**config.mk**
```make
export PLATFORM = sky130hd
export DESIGN_NAME = add_share_arb
export DESIGN_NICKNAME = d
export VERILOG_FILES = /design/src/rtl/add_share_arb_pkg.sv /design/src/rtl/add_share_arb_cla_add_core.sv /design/src/rtl/add_share_arb.sv
export SDC_FILE = /design/constraint.sdc
export NUM_CORES = 1
export LEC_CHECK = 0
export ABC_AREA = 1
export CAP_MARGIN = 20
export CORE_AREA = 2 2 121 123
export CTS_BUF_LIST = sky130_fd_sc_hd__clkbuf_4 sky130_fd_sc_hd__clkbuf_8
export DETAILED_ROUTE_END_ITERATION = 8
export DIE_AREA = 0 0 123 125
export DONT_BUFFER_PORTS = 1
export SYNTH_ARGS = -nofsm -noshare
export SYNTH_HDL_FRONTEND = slang
export SYNTH_SLANG_ARGS = --single-unit
```
**constraint.sdc**
```tcl
create_clock -name clk_in -period 12 [get_ports clk_in]
set_input_delay 1.2 -clock clk_in [delete_from_list [all_inputs] [get_ports clk_in]]
set_output_delay 1.2 -clock clk_in [all_outputs]
set_load 0.005 [all_outputs]
```
**src/rtl/add_share_arb_pkg.sv**
```systemverilog
// Shared constants, slot FSM encodings and the round-robin picker used by the
// shared-adder arbiter.
package add_share_arb_pkg;

  localparam int XLEN     = 32;
  localparam int NREQ_MAX = 8;

  localparam logic [0:0] ST_EMPTY = 1'b0;
  localparam logic [0:0] ST_FULL  = 1'b1;

  // One-hot pick of the first valid index at or after ptr, wrapping at n (n <= NREQ_MAX).
  function automatic logic [NREQ_MAX-1:0] rr_pick(
    input logic [NREQ_MAX-1:0] valid,
    input logic [2:0]          ptr,
    input int                  n
  );
    logic [NREQ_MAX-1:0] pick;
    logic                found;
    int                  idx;
    pick  = '0;
    found = 1'b0;
    for (int k = 0; k < NREQ_MAX; k++) begin
      idx = int'(ptr) + k;
      if (idx >= n) idx = idx - n;
      if (k < n && !found && valid[idx[2:0]]) begin
        pick[idx[2:0]] = 1'b1;
        found          = 1'b1;
      end
    end
    return pick;
  endfunction

endpackage

```
**src/rtl/add_share_arb_cla_add_core.sv**
```systemverilog
// Combinational carry-lookahead adder: 4-bit lookahead groups, 16-bit lookahead
// sections, sections chained by their group generate/propagate.
module cla_add_core #(
  parameter int XLEN = 32
) (
  input  logic [XLEN-1:0] a_i,
  input  logic [XLEN-1:0] b_i,
  input  logic            cin_i,
  output logic [XLEN-1:0] sum_o,
  output logic            cout_o
);

  localparam int W  = ((XLEN + 15) / 16) * 16;
  localparam int NG = W / 4;
  localparam int NS = W / 16;

  function automatic logic [3:0] la_carry(input logic [3:0] g, input logic [3:0] p, input logic c0);
    logic [3:0] c;
    c[0] = c0;
    c[1] = g[0] | (p[0] & c0);
    c[2] = g[1] | (p[1] & g[0]) | (p[1] & p[0] & c0);
    c[3] = g[2] | (p[2] & g[1]) | (p[2] & p[1] & g[0]) | (p[2] & p[1] & p[0] & c0);
    return c;
  endfunction

  function automatic logic [1:0] la_gp(input logic [3:0] g, input logic [3:0] p);
    logic gg;
    gg = g[3] | (p[3] & g[2]) | (p[3] & p[2] & g[1]) | (p[3] & p[2] & p[1] & g[0]);
    return {gg, &p};
  endfunction

  logic [W-1:0]  a_w, b_w, g, p, c, sum_w;
  logic [NG-1:0] grp_g, grp_p, grp_c;
  logic [NS-1:0] sec_g, sec_p;
  logic [NS:0]   sec_c;

  // Zero padding up to a whole section keeps the carry into bit XLEN visible as a sum bit.
  generate
    if (W == XLEN) begin : g_nopad
      assign a_w = a_i;
      assign b_w = b_i;
    end else begin : g_pad
      assign a_w = {{(W-XLEN){1'b0}}, a_i};
      assign b_w = {{(W-XLEN){1'b0}}, b_i};
    end
  endgenerate

  assign g = a_w & b_w;
  assign p = a_w ^ b_w;

  generate
    for (genvar gi = 0; gi < NG; gi++) begin : g_grp
      assign {grp_g[gi], grp_p[gi]} = la_gp(g[4*gi +: 4], p[4*gi +: 4]);
      assign c[4*gi +: 4]           = la_carry(g[4*gi +: 4], p[4*gi +: 4], grp_c[gi]);
    end
    for (genvar gi = 0; gi < NS; gi++) begin : g_sec
      assign {sec_g[gi], sec_p[gi]} = la_gp(grp_g[4*gi +: 4], grp_p[4*gi +: 4]);
      assign grp_c[4*gi +: 4]       = la_carry(grp_g[4*gi +: 4], grp_p[4*gi +: 4], sec_c[gi]);
    end
  endgenerate

  always_comb begin
    sec_c    = '0;
    sec_c[0] = cin_i;
    for (int s = 0; s < NS; s++) begin
      sec_c[s+1] = sec_g[s] | (sec_p[s] & sec_c[s]);
    end
  end

  assign sum_w = p ^ c;
  assign sum_o = sum_w[XLEN-1:0];

  generate
    if (W == XLEN) begin : g_cout_sec
      assign cout_o = sec_c[NS];
    end else begin : g_cout_pad
      assign cout_o = sum_w[XLEN];
    end
  endgenerate

endmodule

```
**src/rtl/add_share_arb.sv**
```systemverilog
// Round-robin arbiter sharing one CLA adder among NREQ requesters, with a single
// registered result slot tagged by its one-hot owner.
module add_share_arb
  import add_share_arb_pkg::*;
#(
  parameter int NREQ = 4,
  parameter int XLEN = add_share_arb_pkg::XLEN
) (
  input  logic                 clk_in,
  input  logic                 rst_n_in,
  input  logic                 rdy_in,
  input  logic [NREQ-1:0]      req_valid,
  output logic [NREQ-1:0]      req_ready,
  input  logic [NREQ*XLEN-1:0] req_a,
  input  logic [NREQ*XLEN-1:0] req_b,
  input  logic [NREQ-1:0]      req_sub,
  output logic [NREQ-1:0]      resp_valid,
  input  logic [NREQ-1:0]      resp_ready,
  output logic [XLEN-1:0]      resp_sum,
  output logic                 resp_cout,
  output logic                 resp_ovf
);

  logic [0:0]          state_q, state_d;
  logic [NREQ-1:0]     owner_q, owner_d;
  logic [XLEN-1:0]     sum_q, sum_d;
  logic                cout_q, cout_d;
  logic                ovf_q, ovf_d;
  logic [2:0]          rr_ptr_q, rr_ptr_d;

  logic [NREQ_MAX-1:0] valid_ext, pick;
  logic                drain, slot_free, grant_any;
  logic [NREQ-1:0]     grant;
  logic [2:0]          grant_idx;
  logic [XLEN-1:0]     op_a, op_b, b_eff, add_sum;
  logic                op_sub, add_cout;

  assign valid_ext = NREQ_MAX'(req_valid);
  assign pick      = rr_pick(valid_ext, rr_ptr_q, NREQ);

  assign drain     = rdy_in && (state_q == ST_FULL) && ((owner_q & resp_ready) != '0);
  assign slot_free = (state_q == ST_EMPTY) || drain;
  // Gating with rst_n_in keeps req_ready low for the whole reset, not just after the first edge.
  assign grant_any = rst_n_in && rdy_in && slot_free && (pick != '0);
  assign grant     = grant_any ? pick[NREQ-1:0] : '0;
  assign req_ready = grant;

  always_comb begin
    grant_idx = '0;
    op_a      = '0;
    op_b      = '0;
    op_sub    = 1'b0;
    for (int i = 0; i < NREQ; i++) begin
      if (grant[i]) begin
        grant_idx = 3'(i);
        op_a      = req_a[i*XLEN +: XLEN];
        op_b      = req_b[i*XLEN +: XLEN];
        op_sub    = req_sub[i];
      end
    end
  end

  assign b_eff = op_sub ? ~op_b : op_b;

  cla_add_core #(.XLEN(XLEN)) u_add (
    .a_i   (op_a),
    .b_i   (b_eff),
    .cin_i (op_sub),
    .sum_o (add_sum),
    .cout_o(add_cout)
  );

  always_comb begin
    state_d  = state_q;
    owner_d  = owner_q;
    sum_d    = sum_q;
    cout_d   = cout_q;
    ovf_d    = ovf_q;
    rr_ptr_d = rr_ptr_q;
    if (grant_any) begin
      state_d  = ST_FULL;
      owner_d  = grant;
      sum_d    = add_sum;
      cout_d   = add_cout;
      ovf_d    = (op_a[XLEN-1] == b_eff[XLEN-1]) && (add_sum[XLEN-1] != op_a[XLEN-1]);
      rr_ptr_d = (grant_idx == 3'(NREQ-1)) ? 3'd0 : grant_idx + 3'd1;
    end else if (drain) begin
      // Result data stays put; only ownership is released.
      state_d = ST_EMPTY;
      owner_d = '0;
    end
  end

  always_ff @(posedge clk_in or negedge rst_n_in) begin
    if (!rst_n_in) begin
      state_q  <= ST_EMPTY;
      owner_q  <= '0;
      sum_q    <= '0;
      cout_q   <= 1'b0;
      ovf_q    <= 1'b0;
      rr_ptr_q <= '0;
    end else begin
      state_q  <= state_d;
      owner_q  <= owner_d;
      sum_q    <= sum_d;
      cout_q   <= cout_d;
      ovf_q    <= ovf_d;
      rr_ptr_q <= rr_ptr_d;
    end
  end

  assign resp_valid = (state_q == ST_FULL) ? owner_q : '0;
  assign resp_sum   = sum_q;
  assign resp_cout  = cout_q;
  assign resp_ovf   = ovf_q;

endmodule

```
; After elaboration in Yosys (flattened, before gate mapping)
; Index checks and enable logic that the tools add are counted.
[totals]
ff_bits = 42
in_bits = 271
word_cells = 352
[op_classes]
n_addsub = 8
magnitude_cmp = 12
n_eq_ne = 3
muxes = 50
n_bitwise = 243
reduce_logical = 30
[ops]
columns = op, n
row1 = 2-to-1 mux 32 bit, 9
row2 = AND 1 bit, 142
row3 = bitwise OR 1 bit, 92
row4 = XOR 32 bit, 2
row5 = AND 32 bit, 1
row6 = 2-to-1 mux 8 bit, 4
row7 = NOT 32 bit, 1
row8 = AND reduction 16 bit, 2
row9 = AND reduction 4 bit, 8
row10 = bitwise OR 8 bit, 3
row11 = 2-to-1 mux 3 bit, 7
row12 = 2-to-1 mux 1 bit, 18
row13 = < comparator 3 x 4 -> 1 bit (second input constant), 4
row14 = 2-to-1 mux 4 bit, 4
row15 = logical AND 1 bit, 13
row16 = binary-select mux 1 bit (select 3 bit), 4
row17 = demux 1 bit (select 3 bit), 4
row18 = >= comparator 3 x 1 -> 1 bit (second input constant), 4
row19 = >= comparator 4 x 3 -> 1 bit (second input constant), 3
row20 = subtractor 3 bit (second input constant), 4
row21 = adder 3 x 2 -> 4 bit (second input constant), 2
row22 = nonzero test 8 bit, 1
row23 = adder 3 x 1 -> 4 bit (second input constant), 1
row24 = AND 4 bit, 1
row25 = other kinds (10), 12

; Longest topological paths before layout
[depth]
word_depth = 40
mapped_depth = 35
ltp_nobuf = 35

; Hierarchy
; From an unflattened synthesis, not the netlist that was laid out.
[unflattened]
cells_unflattened = 975
area_unflattened_um2 = 6212.2
[modules_own_cells]
columns = mod, instances, cells_each, area_per_inst_um2, seq_area_each_um2
row1 = add_share_arb, 1, 741, 4693.3, 1026.0
row2 = cla_add_core, 1, 234, 1519.0, 0.0

; Least setup slack after synthesis
; OpenSTA, ideal clock, no wires.
[synth_timing]
path_kind = input -> register
from = in resp_ready[3]
to = reg sum_q[20] (netlist: resp_sum[20])
arrival_time_ps = 4991
slack_ps = 6927
path_stages = 26
path_cell_list = nand2_1 > nand4_1 > nand3_1 > a21oi_2 > nand2_1 > buf_6 > nand2_4 > buf_4 > buf_6 > buf_2 > a21oi_1 > o31ai_1 > ha_1 > a21oi_1 > nor2_1 > nor2_1 > nor2_1 > nor2_1 > nor3_1 > a211oi_1 > nand2_4 > nand2_1 > nand2_1 > inv_1 > fa_1 > o21ai_0
[synth_between]
elab_chain_len = 26
elab_cells_between_ends = 81
cone_classes = mux (14) / bitwise (57) / reduce/logical (10)
[synth_rtl]
columns = item, line_no
row1 = start: declaration, add_share_arb.sv:18  ; input logic [NREQ-1:0] resp_ready,
row2 = AND 4 bit *, add_share_arb.sv:41  ; assign drain = rdy_in && (state_q == ST_FULL) && ((owner_q & resp_ready) != '0);
row3 = nonzero test 4 bit *, add_share_arb.sv:41
row4 = logical AND 1 bit *, add_share_arb.sv:41
row5 = logical OR 1 bit *, add_share_arb.sv:42  ; assign slot_free = (state_q == ST_EMPTY) || drain;
row6 = logical AND 1 bit * (2 in a row), add_share_arb.sv:44  ; assign grant_any = rst_n_in && rdy_in && slot_free && (pick != '0);
row7 = 2-to-1 mux 4 bit, add_share_arb.sv:45  ; assign grant = grant_any ? pick[NREQ-1:0] : '0;
row8 = 2-to-1 mux 32 bit (4 in a row), add_share_arb.sv:54  ; if (grant[i]) begin
row9 = NOT 32 bit, add_share_arb.sv:63  ; assign b_eff = op_sub ? ~op_b : op_b;
row10 = [3 not listed], --
row11 = bitwise OR 1 bit or AND 1 bit (tied branches) (2 in a row), add_share_arb_cla_add_core.sv:28  ; gg = g[3] | (p[3] & g[2]) | (p[3] & p[2] & g[1]) | (p[3] & p[2] & p[1] & g[0]);
row12 = bitwise OR 1 bit, add_share_arb_cla_add_core.sv:28
row13 = AND 1 bit, add_share_arb_cla_add_core.sv:28
row14 = bitwise OR 1 bit (3 in a row), add_share_arb_cla_add_core.sv:28
row15 = bitwise OR 1 bit, add_share_arb_cla_add_core.sv:66  ; sec_c[s+1] = sec_g[s] | (sec_p[s] & sec_c[s]);
row16 = AND 1 bit, add_share_arb_cla_add_core.sv:20  ; c[1] = g[0] | (p[0] & c0);
row17 = bitwise OR 1 bit, add_share_arb_cla_add_core.sv:20
row18 = XOR 32 bit, add_share_arb_cla_add_core.sv:70  ; assign sum_w = p ^ c;
row19 = end signal: assignment, add_share_arb.sv:105  ; sum_q <= sum_d;
row20 = end: declaration, add_share_arb.sv:26  ; logic [XLEN-1:0] sum_q, sum_d;
; Every way passes the cells marked *; elsewhere a longest branch is shown, timed or not.
; A chain may end at the register's enable or synchronous reset.

; Worst setup path in the final report
[layout_timing]
from = reg rr_ptr_q[0]
to = reg sum_q[24] (netlist: resp_sum[24])
[layout_between]
elab_cells_between_ends = 148
cone_classes = add/sub (7) / order compare (12) / mux (41) / bitwise (70) / reduce/logical (18)
[layout_rtl]
columns = item, line_no
row1 = start: declaration, add_share_arb.sv:29  ; logic [2:0] rr_ptr_q, rr_ptr_d;
row2 = start signal: assignment, add_share_arb.sv:108  ; rr_ptr_q <= rr_ptr_d;
row3 = "parallel branches: the longest is 13 deep, another holds adder 3 x 1 -> 4 bit", --
row4 = 2-to-1 mux 8 bit *, add_share_arb_pkg.sv:25  ; if (k < n && !found && valid[idx[2:0]]) begin
row5 = nonzero test 8 bit, add_share_arb.sv:44
row6 = logical AND 1 bit, add_share_arb.sv:44
row7 = 2-to-1 mux 4 bit *, add_share_arb.sv:45
row8 = named net req_ready[2], add_share_arb.sv:13  ; output logic [NREQ-1:0] req_ready,
row9 = 2-to-1 mux 32 bit (2 in a row), add_share_arb.sv:54
row10 = NOT 32 bit, add_share_arb.sv:63
row11 = [3 not listed], --
row12 = bitwise OR 1 bit or AND 1 bit (tied branches) (2 in a row), add_share_arb_cla_add_core.sv:28
row13 = bitwise OR 1 bit, add_share_arb_cla_add_core.sv:28
row14 = AND 1 bit, add_share_arb_cla_add_core.sv:28
row15 = bitwise OR 1 bit (3 in a row), add_share_arb_cla_add_core.sv:28
row16 = bitwise OR 1 bit, add_share_arb_cla_add_core.sv:66
row17 = AND 1 bit, add_share_arb_cla_add_core.sv:21  ; c[2] = g[1] | (p[1] & g[0]) | (p[1] & p[0] & c0);
row18 = bitwise OR 1 bit, add_share_arb_cla_add_core.sv:21
row19 = XOR 32 bit *, add_share_arb_cla_add_core.sv:70
; Mark *: on every way through the listed nets, which the timed path passes. The select of a mux whose other input is x is not followed.

==> out/qor.json <==
{
  "postRouteAntennaNets": 0,
  "max_slew.worst_pin.slew_ps": 1030,
  "drive_gt1_share_pct": 5.94,
  "hold_violations": 0,
  "chipWidth_um": 123,
  "finalClockSkew_ps": 4.64,
  "clock_tree.buffer_depth": 2,
  "post_synth_and_or_nand_nor_area_fraction_pct": 33.8,
  "synth_async_sr_flop_share_pct": 100,
  "fmaxAchievable_mhz": 154,
  "synthesis.instances": 913,
  "buffer_and_inverter_count_on_the_worst_path": 7,
  "synth_top_cell_area_share_pct": 17.9,
  "num_vias": 6177,
  "regArea_um2": 1030,
  "fraction_of_synthesized_area_in_multiplexers_pct": 0.348,
  "cell_pwr_density_nw_per_um2": 242,
  "design.die.area_um2": 15400,
  "report.final.slew_viol_count": 0,
  "seq_area_frac_synth_pct": 17.9,
  "area_growth_pct": 2.44,
  "diode_count": 0,
  "rsz0062_at_grt": "false",
  "design_area_um2": 5890,
  "setup_tns_ps": 0,
  "route.detailed.vias_per_inst": 5.83,
  "cpPeakStageDelay_ps": 580,
  "gp_congestion": 0.925,
  "multi_input_area_um2": 4140,
  "detail_route.wirelength.met1_um": 9180,
  "wl_met3_um": 1780,
  "post-dp-hpwl_um": 17300,
  "antenna_found_initial": 0,
  "path_class": "reg -> reg",
  "yosys_register_bits": 41,
  "crit_family": "buffers and inverters",
  "postSynthAreaPerCell_um2": 6.29,
  "crit_slowest_cell": "dfrtp_1",
  "wl_per_cell_um": 20.8,
  "synth_enable_flop_cells": 0,
  "synth_xor_area_share_pct": 5.79,
  "period_needed_ps": 6500,
  "synth-warning-count": 0,
  "design.final.nets": 1193,
  "whs_ps": 520,
  "critPathCaptureType": "flip-flop",
  "cts_tree": "yes",
  "remaining_drc_errors": 0,
  "drv.max_cap_violation_count": 0,
  "postPlaceCellArea_um2": 5780,
  "max-slew-margin-rel_pct": 31.2,
  "grt_pass1_vias": 5576,
  "worst_setup_hold_path_clk_slew_ps": 90,
  "fp-row-count": 44,
  "dominant_combinational_cell_family_by_area_after_synthesis": "simple AND/OR/NAND/NOR gates",
  "cp_max_fo": 38,
  "buffer_ports.inserted": 0,
  "clk_latency_ps": 300,
  "ctsRootBufferMaster": "clkbuf_8",
  "cts_setup_buffers": 0,
  "synth_cell_type_count": 45,
  "net_count_after_synthesis": 1231,
  "netlist.top_cell.by_area": "dfrtp_1",
  "post_synth_fa_ha_maj_area_fraction_pct": 11.1,
  "grt_first_pass_wirelength_um": 31900,
  "post_synth_instance_area_um2": 5750,
  "number_of_buffers_added_by_the_clock_tree_synthesis_step": 5,
  "critPathRequiredTime_ps": 12230,
  "irDropWorstVdd_mv": 0.0876,
  "cellLeakagePower_nw": 2.72,
  "num-fill-cells": 1586,
  "cts-hold-fix-buffers": 0,
  "final_min_period_over_clock_period_pct": 54.2,
  "setup.worst_path.start_class": "flip-flop",
  "fp.dieH_um": 125,
  "cp_data_arrival_time_ps": 6730,
  "top_layer": "met4",
  "grt-ovfl-total": 0,
  "routed_wirelength_um": 22000,
  "finalSetupViolations": 0,
  "final_standard_cell_utilization_of_the_core_pct": 41.4,
  "met2_wirelength_um": 10400,
  "top_cells_by_area_synth": "dfrtp_1 (18%), nand2_1 (14%), ha_1 (8.7%)",
  "grt_max_degree": 73,
  "grt.total_usage_pct": 27.5,
  "drt_iter0_drc": 483,
  "core_area_um2": 14200,
  "status": "finished clean",
  "ys.flop_type": "dfrtp_1",
  "dr.pass1.iters": 5,
  "htree_levels": 2,
  "synth_compound_gate_area_share_pct": 20.9,
  "starting_density_pct": 40.5,
  "timing.hold.worst.class": "reg -> reg",
  "clock-sinks": 41,
  "post_cts_resize_count": 0,
  "io_pins": 313
}
[per-layer routing]
layer	vias up	GRT usage, %
met4	0	8.62
met2	301	46.3
met5	-	0
met3	26	4.93
met1	2865	35.5
li1	2985	-
[cells in the final DEF (no fill, tap or decap), types with 2 or more instances in the layout]
cell / count
nand2_1: 215
nor2_1: 105
inv_1: 74
o21ai_0: 69
a21oi_1: 65
nand3_1: 60
dfrtp_1: 41
ha_1: 40
xor2_1: 37
o31ai_1: 24
nor3_1: 14
nor4_1: 11
nand4_1: 10
inv_2: 9
nand2_2: 9
a22oi_1: 9
fa_1: 7
nand3_2: 6
a41oi_1: 6
a31oi_1: 6
o21ai_1: 5
a221oi_1: 5
and3_1: 5
clkbuf_8: 5
buf_4: 5
o22ai_1: 4
clkinv_1: 3
nand2_4: 3
o21ai_2: 3
nor2_4: 2
nor2_2: 2
mux2i_1: 2
o31ai_2: 2
[per-stage QoR]
step | setup WS [ps] | power (mW) | instances
finish | 5500 | 1.42 | 1059
global route | 4890 | 1.58 | 1059
CTS | 5510 | 1.43 | 1059
detailed placement | 5410 | 1.31 | 1052
global placement | 4920 | 1.30 | 1051
floorplan | 6930 | 1.05 | 913
[cell usage after synthesis (6+ instances only)]
master / number
fa_1: 7
buf_2: 17
a21oi_1: 65
nand4_1: 10
buf_4: 7
xor2_1: 37
a41oi_1: 6
inv_2: 9
a31oi_1: 6
inv_1: 74
clkbuf_1: 19
a22oi_1: 9
ha_1: 40
nand2_2: 8
nor2_1: 105
nor3_1: 14
dfrtp_1: 41
o31ai_1: 24
nand3_1: 60
nand2_1: 216
nand3_2: 6
o21ai_0: 69
nor4_1: 11
[final timing paths]
check                        startpoint           end  slack [ps]  cells after the start
setup / recovery            rr_ptr_q[0]  resp_sum[24]        5500                     31
hold / removal             resp_sum[12]  resp_sum[12]         520                      2
setup reg to reg            rr_ptr_q[0]  resp_sum[24]        5500                     31
hold reg to reg            resp_sum[12]  resp_sum[12]         520                      2
max in group asynchronous      rst_n_in   resp_sum[6]       11330                      0
min in group asynchronous      rst_n_in  resp_sum[24]         580                      0
[worst register-to-register path, delay by kind of cell (launching register included)]
family | cells | cell delay, ps
buffers and inverters | 7 | 1750
adder cells (fa/ha/maj) | 3 | 1110
flip-flops | 1 | 580
AND/OR/NAND/NOR | 15 | 1700
XOR/XNOR | 1 | 220
AO/OA/AOI/OAI | 5 | 1070
[flip-flops by register name, summed over array words and instances, names as in the netlist]
register,count
resp_sum,32
owner_q,4
rr_ptr_q,2
resp_cout,1
resp_ovf,1
state_q,1
[cell type report]
class                           count  area share [%]
Tap cell                          184            3.91
Clock inverter                      2           0.595
Multi-Input combinational cell    735            70.3
Sequential cell                    41            17.4
Inverter                           86            5.48
Clock buffer                        5            1.17
Timing Repair Buffer                6            1.11
[report_power, final]
part           internal (mW)  switching (mW)
combinational          0.353           0.698
clock                 0.0606          0.0539
sequential             0.196          0.0635
[cells by family after synthesis]
family	count (synthesis)
AND/OR/NAND/NOR	444
AO/OA/AOI/OAI	204
buffers and inverters	137
adder cells (fa/ha/maj)	47
flip-flops	41
XOR/XNOR	38
multiplexers	2
No activity file was read; power rests on OpenSTA's default activity.
